==> src/rtl/buzzer_arbiter.sv <==
// Priority arbiter and tone/envelope sequencer for the lock-panel piezo buzzer (fail > ok > key).
// Optional feature: define BUZZ_QUEUE_EN to remember lower-priority requests until the active pattern ends.
module buzzer_arbiter #(
    parameter int unsigned KEY_HALF    = 50000,
    parameter int unsigned KEY_LEN     = 10000000,
    parameter int unsigned OK_HALF     = 25000,
    parameter int unsigned OK_LEN      = 30000000,
    parameter int unsigned FAIL_HALF   = 100000,
    parameter int unsigned FAIL_LEN    = 15000000,
    parameter int unsigned FAIL_GAP_LO = 5000000,
    parameter int unsigned FAIL_GAP_HI = 10000000
) (
    input  logic       clk,
    input  logic       rst_n,
    input  logic       req_key,
    input  logic       req_ok,
    input  logic       req_fail,
    output logic       buzzer,
    output logic       busy,
    output logic [1:0] active_src,
    output logic       done
);
    // Handshake: each req_* is a single-cycle pulse sampled on the rising edge; there is no ready/ack,
    // acceptance is visible one cycle later on busy/active_src (or via the pending bits when queued).

    typedef enum logic [1:0] {
        IDLE      = 2'd0,
        PLAY_KEY  = 2'd1,
        PLAY_OK   = 2'd2,
        PLAY_FAIL = 2'd3
    } state_t;

    localparam logic [31:0] KEY_HALF_M1  = 32'(KEY_HALF - 1);
    localparam logic [31:0] KEY_LEN_M1   = 32'(KEY_LEN - 1);
    localparam logic [31:0] OK_HALF_M1   = 32'(OK_HALF - 1);
    localparam logic [31:0] OK_LEN_M1    = 32'(OK_LEN - 1);
    localparam logic [31:0] FAIL_HALF_M1 = 32'(FAIL_HALF - 1);
    localparam logic [31:0] FAIL_LEN_M1  = 32'(FAIL_LEN - 1);
    localparam logic [31:0] GAP_LO       = 32'(FAIL_GAP_LO);
    localparam logic [31:0] GAP_HI       = 32'(FAIL_GAP_HI);

    state_t      state_q, state_d, start_src;
    logic [31:0] len_q, len_d, half_q, half_d;
    logic [31:0] len_lim, half_lim;
    logic        tone_q, tone_d, buzzer_q, buzzer_d, busy_q, busy_d, done_q, done_d;
    logic [3:1]  req_vec;
    logic [1:0]  req_top, pend_top, cand;
    logic        start, finish;

    function automatic logic [1:0] top_of(input logic [3:1] v);
        if (v[3])      return 2'd3;
        else if (v[2]) return 2'd2;
        else if (v[1]) return 2'd1;
        else           return 2'd0;
    endfunction

`ifdef BUZZ_QUEUE_EN
    logic [3:1] pend_q, pend_d;

    function automatic logic [3:1] below_mask(input logic [1:0] s);
        case (s)
            2'd3:    return 3'b011;
            2'd2:    return 3'b001;
            default: return 3'b000;
        endcase
    endfunction

    function automatic logic [3:1] src_bit(input logic [1:0] s);
        case (s)
            2'd3:    return 3'b100;
            2'd2:    return 3'b010;
            2'd1:    return 3'b001;
            default: return 3'b000;
        endcase
    endfunction
`endif

    always_ff @(posedge clk) begin
        if (!rst_n) begin
            state_q  <= IDLE;
            len_q    <= '0;
            half_q   <= '0;
            tone_q   <= 1'b0;
            buzzer_q <= 1'b0;
            busy_q   <= 1'b0;
            done_q   <= 1'b0;
`ifdef BUZZ_QUEUE_EN
            pend_q   <= '0;
`endif
        end else begin
            state_q  <= state_d;
            len_q    <= len_d;
            half_q   <= half_d;
            tone_q   <= tone_d;
            buzzer_q <= buzzer_d;
            busy_q   <= busy_d;
            done_q   <= done_d;
`ifdef BUZZ_QUEUE_EN
            pend_q   <= pend_d;
`endif
        end
    end

    always_comb begin
        len_lim  = '0;
        half_lim = '0;
        case (state_q)
            PLAY_KEY:  begin len_lim = KEY_LEN_M1;  half_lim = KEY_HALF_M1;  end
            PLAY_OK:   begin len_lim = OK_LEN_M1;   half_lim = OK_HALF_M1;   end
            PLAY_FAIL: begin len_lim = FAIL_LEN_M1; half_lim = FAIL_HALF_M1; end
            default:   begin len_lim = '0;          half_lim = '0;           end
        endcase
    end

    // Next-state: grant, preempt, restart or natural end.
    always_comb begin
        req_vec   = {req_fail, req_ok, req_key};
        req_top   = top_of(req_vec);
`ifdef BUZZ_QUEUE_EN
        pend_top  = top_of(pend_q);
`else
        pend_top  = 2'd0;
`endif
        cand      = (req_top > pend_top) ? req_top : pend_top;
        finish    = (state_q != IDLE) && (len_q == len_lim);
        start     = 1'b0;
        start_src = IDLE;
        state_d   = state_q;
        if (state_q == IDLE) begin
            if (cand != 2'd0) begin
                start     = 1'b1;
                start_src = state_t'(cand);
            end
        end else if (req_top >= state_q) begin
            start     = 1'b1;
            start_src = state_t'(req_top);
        end else if (finish) begin
            state_d = IDLE;
        end
        if (start) state_d = start_src;
`ifdef BUZZ_QUEUE_EN
        // Requests below whichever pattern plays next cycle are remembered; a granted source drops its bit.
        pend_d = pend_q | (req_vec & below_mask(start ? start_src : state_q));
        if (start) pend_d = pend_d & ~src_bit(start_src);
`endif
    end

    // Outputs: counters, tone phase and the fail envelope, all precomputed for the registers.
    always_comb begin
        len_d    = len_q;
        half_d   = half_q;
        tone_d   = tone_q;
        buzzer_d = 1'b0;
        done_d   = 1'b0;
        busy_d   = (state_d != IDLE);
        if (start) begin
            len_d    = '0;
            half_d   = '0;
            tone_d   = 1'b1;
            buzzer_d = 1'b1;
            done_d   = finish;
        end else if (state_d == IDLE) begin
            len_d  = '0;
            half_d = '0;
            tone_d = 1'b0;
            done_d = finish;
        end else begin
            len_d = len_q + 32'd1;
            if (half_q == half_lim) begin
                half_d = '0;
                tone_d = ~tone_q;
            end else begin
                half_d = half_q + 32'd1;
            end
            buzzer_d = tone_d & ~((state_q == PLAY_FAIL) && (len_d >= GAP_LO) && (len_d < GAP_HI));
        end
    end

    assign buzzer     = buzzer_q;
    assign busy       = busy_q;
    assign active_src = state_q;
    assign done       = done_q;

endmodule

==> config.mk <==
export PLATFORM = sky130hd
export DESIGN_NAME = buzzer_arbiter
export DESIGN_NICKNAME = d
export VERILOG_FILES = /design/src/rtl/buzzer_arbiter.sv
export SDC_FILE = /design/constraint.sdc
export NUM_CORES = 1
export LEC_CHECK = 0
export ABC_AREA = 1
export CORE_ASPECT_RATIO = 0.6
export CORE_MARGIN = 1
export CORE_UTILIZATION = 50
export DETAILED_ROUTE_END_ITERATION = 16
export PLACE_DENSITY = 0.8
export SYNTH_ARGS = -nofsm -noshare
export SYNTH_HDL_FRONTEND = slang
export SYNTH_SLANG_ARGS = --single-unit
==> constraint.sdc <==
create_clock -name clk -period 2.3 [get_ports clk]
set_input_delay 0.46 -clock clk [delete_from_list [all_inputs] [get_ports clk]]
set_output_delay 0.46 -clock clk [all_outputs]
set_load 0.01 [all_outputs]
==> results of run 1 <==
[layer usage]
metal | part of all wire, % | up-vias | global-route usage [%]
met4 | 1.5 | 0 | 6.71
li1 | - | 2559 | -
met2 | 39 | 334 | 40.8
met3 | 14 | 31 | 12.7
met5 | 0 | - | 0
met1 | 46 | 2510 | 49.9
[area by class of cell]
type	count	share of cell area, %
well taps	130	2.63
flip-flops and latches	70	22.9
multi-input cells	573	51.4
repair buffers	73	11.3
clock inverters	5	1.33
clock buffers	11	3.92
inverters	107	6.62
[power by group]
| group | internal, W | switching, W |
|---|---|---|
| Sequential | 0.00123 | 0.0000163 |
| Clock | 0.000981 | 0.000567 |
| Combinational | 0.000281 | 0.000335 |
[cell usage in the layout (no fill, tap or decap), drive strengths merged, types with 5 or more instances in the layout]
| cell type | netlist | final |
|---|---|---|
| a21oi | 32 | 32 |
| buf | 13 | 62 |
| clkbuf | 1 | 13 |
| clkdlybuf4s50 | 0 | 6 |
| dfxtp | 70 | 70 |
| ha | 9 | 9 |
| inv | 106 | 106 |
| nand2 | 207 | 207 |
| nand3 | 55 | 55 |
| nand4 | 29 | 29 |
| nor2 | 148 | 148 |
| nor3 | 20 | 20 |
| nor4 | 9 | 9 |
| o21ai | 12 | 12 |
| or2 | 5 | 5 |
| xnor2 | 10 | 10 |
| xor2 | 27 | 27 |
[worst reg2reg max path, stage by stage (launching register included)]
cell and delay, ns:
dfxtp_2 0.36, inv_4 0.05, buf_4 0.14, ha_4 0.19, xnor2_2 0.16, nand2_1 0.08
nor2_1 0.10, nand2_1 0.12, nor2_4 0.14, nand3_2 0.10, nand2_2 0.11, nand4_4 0.14
nand3_4 0.23, buf_6 0.17, a21oi_1 0.06
[through the flow]
stage               total power [W]  hold slack [ns]
floorplan                   0.00152            0.426
global placement            0.00171            0.436
detailed placement          0.00171            0.453
CTS                         0.00325            0.465
global route                0.00350            0.489
finish                      0.00341            0.462
[final timing paths]
check	from	end	depth (start not counted)
worst min-delay path	half_q[0]$_SDFF_PP0_	half_q[0]$_SDFF_PP0_	1
worst max-delay path	active_src[1]$_SDFF_PN0_	half_q[26]$_SDFF_PP0_	14
worst min register to register	half_q[0]$_SDFF_PP0_	half_q[0]$_SDFF_PP0_	1
worst max register to register	active_src[1]$_SDFF_PN0_	half_q[26]$_SDFF_PP0_	14
[timing repair]
item | in CTS | in global routing
gates cloned | 0 | 3
hold endpoints to repair | 0 | 0
endpoints found under the setup margin | 65 | 67
buffers inserted | 0 | 12
resized for setup | 10 | 82
pin swaps | 2 | 25
[state kept, by name, indices dropped and copies added, names as in the netlist]
name        flops
active_src      2
busy            1
buzzer          1
done            1
half_q         32
len_q          32
tone_q          1
[kinds of logic (layout without fill, tap and decap cells)]
| group | count (synthesis) | after routing |
|---|---|---|
| fa+ha+maj | 9 | 9 |
| compound gates | 52 | 52 |
| flops | 70 | 70 |
| xor+xnor | 37 | 37 |
| simple gates | 475 | 475 |
| buf+inv | 121 | 196 |
==> metrics.txt, run 1 <==
status finished clean; design area roughly 6200 um^2; Reg clk slew, reported paths 0.06 ns; cell taking the most area after synthesis dfxtp_1; sequential share of the synthesized area between 20 and 30%; P_leak 2.47 nW; # diodes 0; top cell family by delay on the critical path simple AND/OR/NAND/NOR gates; fin crit share 98.6%; count leader, synth nand2_1; Distinct cells, synth 40; Starting Density 52.3%; Yosys reg bits 70; antenna-violating nets left 0; top cells by area, synth dfxtp_1 (29%), nand2_1 (15%), nor2_1 (10%), inv_1 (7.8%), nand3_1 (5.0%); worst path buffer plus inverter count 3; Die Wd between 100 and 150 um; Synth Area in Simple Gates about 46%; syn_nets just under 800; Final Hold Fails 0; Adder-Cell Fraction of Synth Area approximately 2.3%; total negative slack 0 ns; Synth async-reset ratio 0%; hpwl dp roughly 12 mm; Hold-fix buffers, CTS 0; IO buf count 9; DRT iter0 DRCs 640; CTS Buf Count 9; Avg Inst Size Synth approximately 6.4 um^2; Clock Skews 0.00694 ns; CORE AREA around 9300 um^2; register area 1420 um^2; vias after detailed routing around 5.4k; die height 78.4 um; Synth Instances 764; clock latency on the worst-skew pair about 0.35 ns; CTS tree done; via count of the first global-routing pass 4715; drt pass-1 iters 5; PwrDens 551 nW/um^2; minimum clock period after layout roughly 2.3 ns; # rows 27; GR Util All Layers between 30% and 40%; clock sinks 70; Primary FF master, synth dfxtp_1; CP most frequent cell nand2_1; Layout Utilization about two thirds; Area growth, synth to finish 27.5%; placed instance count 938; Post-synth EDFFs 0; Max FO, Critical Path 6; Synth Area in XOR/XNOR between 6 and 7%; Max-slew headroom 61.9%; Reg2Reg Setup Slack 0.03 ns; synth cell count leaders nand2_1 (193), nor2_1 (134), inv_1 (101), dfxtp_1 (70), nand3_1 (49); filler instances between 700 and 800; multiplexer share of the synthesized area 0%; Min-Delay Path Class register to register; Routability Congestion about 1.0; worst setup path category register to register; Arr. time, crit path around 2.5 ns; CP startpoint kind register; Vias/cell around 5.6; first-pass GRT wire length roughly 25 mm; Place WS -0.425 ns; Ys Warns 0; slowest stage cell, crit path dfxtp_2; slew of the pin with the lowest slew margin 0.567 ns; synthesized cell area slightly below 5000 um^2; H-tree Lvls 3; Final Max Tran Viols 0; final wirelength 16.8 mm; Longest Clk Path Bufs 2; top-area cell type share of the netlist area between 20% and 30%; Congestion Overflow GR 0; CTS root buf clkbuf_16; DR DRC count 0; slowest stage delay, CP 0.36 ns; post-synthesis compound-gate area fraction 5.84%; max cap viols 0; Req. time, crit path 2.52 ns; final net count around 850; Placed Area around 5400 um^2; final setup fails 0; CP endpoint kind register; Die Area between 10000 and 15000 um^2; non-filler instance count after layout about 970; Peak VDD IR 395 uV; fraction of layout cells with a size suffix above 1 23.1%; area of the multi-input gates 3180 um^2; initial antenna violation count 0; final setup margin around 0.032 ns; main combinational cell family by area after synthesis simple AND/OR/NAND/NOR gates; FMAX ~440 MHz; # IOs 10; DR WL/cell approximately 17 um; RSZ-0062 raised after global routing yes; Critical Path, Cell by Cell inv_4, buf_4, ha_4, xnor2_2, nand2_1, nor2_1, nand2_1, nor2_4, nand3_2, nand2_2, nand4_4, nand3_4, buf_6, a21oi_1; largest net degree at the start of global routing 23
(Power assumes the default switching activity.)
==> run 2, diff against run 1 <==
Settings changed: CTS_CLUSTER_DIAMETER from default to 150.
==> results of run 2 <==
The final DEF is identical to that of run 1; final timing and power are the same.
